`src/rtl/rx_frame_parser.sv`:
```
// rx_frame_parser: decodes ID/CNT/payload/CHK frames from a UART byte stream into commands,
// flagging length, checksum and inter-byte timeout errors.
module rx_frame_parser #(
  parameter logic [15:0] DEV_ID      = 16'h0001,
  parameter int          MAX_LEN     = 4,
  parameter int          TIMEOUT_CYC = 50000
) (
  input  logic        sys_clk,
  input  logic        sys_rst,
  input  logic [7:0]  rx_data,
  input  logic        rx_data_flag,
  output logic [7:0]  cmd,
  output logic [23:0] cmd_arg,
  output logic [2:0]  cmd_len,
  output logic        cmd_flag,
  output logic        frame_err,
  output logic        rx_busy
);
  localparam int TW = $clog2(TIMEOUT_CYC + 1);
  typedef enum logic [2:0] {S_ID1, S_ID2, S_CNT1, S_CNT2, S_DATA, S_CHK1, S_CHK2} state_t;
  state_t        state;
  logic [15:0]   sum;
  logic [31:0]   buffer;
  logic [7:0]    id1, cnt1, chk1;
  logic [2:0]    len;
  logic [1:0]    idx;
  logic          id_ok;
  logic [TW-1:0] tmo;
  logic [15:0]   sum_next, cnt_full;
  logic          cnt_ok;
  assign rx_busy  = state != S_ID1;
  assign sum_next = sum + {8'h00, rx_data};
  assign cnt_full = {cnt1, rx_data};
  assign cnt_ok   = cnt_full != 16'd0 && cnt_full <= 16'(MAX_LEN);
  always_ff @(posedge sys_clk or negedge sys_rst) begin
    if (!sys_rst) begin
      state     <= S_ID1;
      sum       <= '0;
      buffer    <= '0;
      id1       <= '0;
      cnt1      <= '0;
      chk1      <= '0;
      len       <= '0;
      idx       <= '0;
      id_ok     <= 1'b0;
      tmo       <= '0;
      cmd       <= '0;
      cmd_arg   <= '0;
      cmd_len   <= '0;
      cmd_flag  <= 1'b0;
      frame_err <= 1'b0;
    end else begin
      cmd_flag  <= 1'b0;
      frame_err <= 1'b0;
      if (rx_data_flag) begin
        tmo <= '0;
        case (state)
          S_ID1: begin
            id1    <= rx_data;
            sum    <= {8'h00, rx_data};
            buffer <= '0;
            idx    <= '0;
            state  <= S_ID2;
          end
          S_ID2: begin
            id_ok <= {id1, rx_data} == DEV_ID;
            sum   <= sum_next;
            state <= S_CNT1;
          end
          S_CNT1: begin
            cnt1  <= rx_data;
            sum   <= sum_next;
            state <= S_CNT2;
          end
          S_CNT2: begin
            sum       <= sum_next;
            len       <= rx_data[2:0];
            state     <= cnt_ok ? S_DATA : S_ID1;
            frame_err <= !cnt_ok;
          end
          S_DATA: begin
            // ~idx == 3-idx: first payload byte lands in [31:24]
            buffer[{~idx, 3'b000} +: 8] <= rx_data;
            sum   <= sum_next;
            idx   <= idx + 2'd1;
            state <= ({1'b0, idx} == len - 3'd1) ? S_CHK1 : S_DATA;
          end
          S_CHK1: begin
            chk1  <= rx_data;
            state <= S_CHK2;
          end
          S_CHK2: begin
            state <= S_ID1;
            if ({chk1, rx_data} != sum) frame_err <= 1'b1;
            else if (id_ok) begin
              cmd      <= buffer[31:24];
              cmd_arg  <= buffer[23:0];
              cmd_len  <= len;
              cmd_flag <= 1'b1;
            end
          end
          default: state <= S_ID1;
        endcase
      end else if (state == S_ID1) tmo <= '0;
      else if (tmo == TW'(TIMEOUT_CYC - 1)) begin
        state     <= S_ID1;
        frame_err <= 1'b1;
        tmo       <= '0;
      end else tmo <= tmo + 1'b1;
    end
  end
endmodule

```
`config.mk`:
```
export PLATFORM = sky130hd
export DESIGN_NAME = rx_frame_parser
export DESIGN_NICKNAME = d
export VERILOG_FILES = /design/src/rtl/rx_frame_parser.sv
export SDC_FILE = /design/constraint.sdc
export NUM_CORES = 1
export LEC_CHECK = 0
export ABC_AREA = 1
export CORE_MARGIN = 2
export CORE_UTILIZATION = 40
export CTS_CLUSTER_SIZE = 30
export DETAILED_ROUTE_END_ITERATION = 7
export PLACE_DENSITY = 0.59
export SLEW_MARGIN = 30
export SYNTH_ARGS = -nofsm -noshare
export SYNTH_HDL_FRONTEND = slang
export SYNTH_SLANG_ARGS = --single-unit
```
`constraint.sdc`:
```
create_clock -name sys_clk -period 2 [get_ports sys_clk]
set_input_delay 0.4 -clock sys_clk [delete_from_list [all_inputs] [get_ports sys_clk]]
set_output_delay 0.4 -clock sys_clk [all_outputs]
set_load 0.02 [all_outputs]
```
==> results_dict.tcl <==
set metrics [dict create \
    wl_per_cell_um 14.1 \
    clk_latency_ns 0.43 \
    synth-seq-area-share_pct 49.9 \
    synth_area_um2 6720 \
    fmax_mhz 522 \
    r2r_slack_ns 0.20 \
    drtPass1Iterations 5 \
    yosysUniqueCellTypes 38 \
    fin_skew_ns 0.0120 \
    synth_edf_count 0 \
    drt-total-wl_um 16500 \
    drcViolationCount 0 \
    slowest_stage "dfrtp_1" \
    power_mw 9.01 \
    worst_slew_margin_rel_pct 56.6 \
    crit_buf_inv 3 \
    final_util_pct 51.7 \
    yosysWarnings 0 \
    via_per_inst 4.94 \
    nNetsFinal 964 \
    gp_congestion 0.868 \
    diodes 0 \
    synth_most_common_cell "nand2_1" \
    rr_worst_depth 6 \
    startpoint_type "flop" \
    whs_ns 0.431 \
    initial_core_util_pct 40.7 \
    critPathKind "reg -> out" \
    timing.rr.start "idx[0]" \
    tns_ns 0 \
    drtIter0Drc 349 \
    synthTopCellsByCount "nand2_1, dfrtp_1, inv_1" \
    cts_tree "done" \
    hold_path_class "in -> async" \
    htree_levels 4 \
    maxCapViolations 0 \
    place_hpwl_um 12000 \
    setup_viol 0 \
    yosys.area.top_type "dfrtp_1" \
    period_share_pct 95.8 \
    ios 49 \
    hold_viol 0 \
    portBuffers 48 \
    final_max_slew_viol_count 0 \
    worst_pin_slew_ns 0.651 \
    dieArea_um2 17900 \
    fillers 1564 \
    syn_to_final_growth_pct 27.2 \
    synth_area_leaders "dfrtp_1, nand2_1, nand4_1" \
    synth-async-reset-ratio_pct 100 \
    period_minus_slack_ns 1.92 \
    dp_cells 1137 \
    cts_buffer_depth 2 \
    grt_pass1_wl_um 28000 \
    grt_overflow 0 \
    synth_top_area_share_pct 49.9 \
    clockRootBuffer "clkbuf_16" \
    required_ns 1.60 \
    grt_start_max_net_pins 39 \
    end_kind "primary output" \
    rows 47 \
    status "completed" \
    ant_nets 0 \
    antenna_found_initial 0 \
    cts_buffers 17 \
    clk_pin_slew_ns 0.06 \
    die_y_um 134 \
    power_density_nw_per_um2 1050 \
    reg2reg_to "buffer[22]" \
    synth-main-ff-cell "dfrtp_1" \
    critPathMaxStageDelay_ns 0.38 \
    p_leak_nw 4.17 \
    yosys_register_bits 134 \
    cp.arrival_ns 1.52 \
    worstPathCellList "nor2_1 -> inv_1 -> nor2_2 -> inv_1 -> clkdlybuf4s15_2" \
    vdd_ir_drop_max_uv 708 \
    path_delay_family "buffers and inverters" \
    layout-drive-gt1-share_pct 13.8 \
    clock_sinks 134 \
    syn_nets 849 \
    grt_usage_pct 20.0 \
    fp.dieW_um 134 \
    fin_cells 1171 \
    synthCells 823 \
    vias 5790 \
    cp_max_fo 4 \
    core_area_um2 16500 \
    crit_path_frequent_cell "inv_1" \
    grt_pass1_vias 5467 \
    synth.avg_cell_area_um2 8.17 \
]
what timing repair did:
action	4_1_cts	5_1_grt
setup buffers	0	1
gates resized for setup	3	5
pin swaps	0	1
hold buffers	1	0
hold endpoints to repair	29	0
endpoints found under the setup margin	1	23
flip-flops by register name, summed over array words and instances, names as in the netlist:
name,cells
len,3
tmo,16
id1,8
sum,16
cmd_len,3
state,3
chk1,8
idx,2
cnt1,8
cmd_arg,24
cmd,8
id_ok,1
buffer,32
cmd_flag,1
frame_err,1
stage by stage:
stage / cell area, um2 / setup WS, ns
3_3_place_gp: 7950 / -0.392
3_5_place_dp: 7950 / -0.408
6_report: 8550 / 0.0847
2_1_floorplan: 6720 / 0.127
5_1_grt: 8550 / -0.00633
4_1_cts: 8520 / 0.0188
cells in the final DEF (no fill, tap or decap), types with 2 or more instances in the layout:
master | netlist | layout
clkdlybuf4s50_1 | 0 | 46
nor2_2 | 2 | 3
nand3_1 | 51 | 51
o21ai_2 | 2 | 2
inv_2 | 6 | 6
inv_1 | 82 | 82
o21ai_0 | 48 | 47
nand2_1 | 230 | 230
a31oi_1 | 2 | 2
o21ai_1 | 6 | 7
nor3_1 | 16 | 16
nand4_1 | 50 | 50
buf_4 | 1 | 69
ha_1 | 14 | 12
clkinv_2 | 0 | 3
nor3b_1 | 3 | 3
inv_6 | 0 | 5
buf_12 | 0 | 6
clkinvlp_4 | 0 | 3
nor2_4 | 2 | 2
nor2_1 | 80 | 79
nand3_2 | 2 | 2
o31ai_1 | 16 | 16
xnor2_1 | 7 | 7
nor4_1 | 3 | 3
a21oi_1 | 17 | 17
clkbuf_16 | 0 | 17
dfrtp_1 | 134 | 134
xor2_1 | 10 | 10
area by class of cell:
type	instances	area, um2	share of cell area [%]
Clock buffer	19	443	5.18
Tap cell	220	275	3.22
Sequential cell	134	3350	39.2
Timing Repair Buffer	124	1130	13.2
Multi-Input combinational cell	573	2900	33.9
Clock inverter	13	120	1.40
Inverter	88	330	3.86
power by group:
part           leakage [nW]  internal [mW]  switching (mW)  total [mW]
combinational          2.09           1.17            1.58        2.76
sequential             1.81           3.04           0.240        3.28
clock                 0.271           1.75            1.22        2.98
total                  4.17           5.97            3.05        9.01
routing by layer:
metal | routed length (um) | track usage, %
met1 | 8060 | 28.1
met2 | 7530 | 31.0
met3 | 624 | 3.58
met4 | 295 | 7.57
met5 | 0 | 0
worst max-delay path by stage:
stage                from          to  slack [ns]  cells after the start
2_1_floorplan      idx[0]  buffer[16]        0.13                      8
3_3_place_gp   rx_data[0]     sum[12]       -0.39                     12
3_5_place_dp   rx_data[0]     sum[12]       -0.41                     12
4_1_cts          state[1]     rx_busy        0.02                      5
5_1_grt        rx_data[3]     sum[15]      -0.006                     13
6_report         state[1]     rx_busy        0.08                      5
cell families (layout without fill, tap and decap cells):
group                      count (synthesis)  count (layout)  synth area share, %
adders and majority gates                 15              15                 2.90
AOI/OAI and AO/OA                         96              96                 8.11
xor gates and xnor gates                  18              18                 2.46
DFF                                      134             134                 49.9
buffers and inverters                    116             244                 7.31
and+or+nand+nor                          444             444                 29.3
Power figures use the tool's default switching activity.
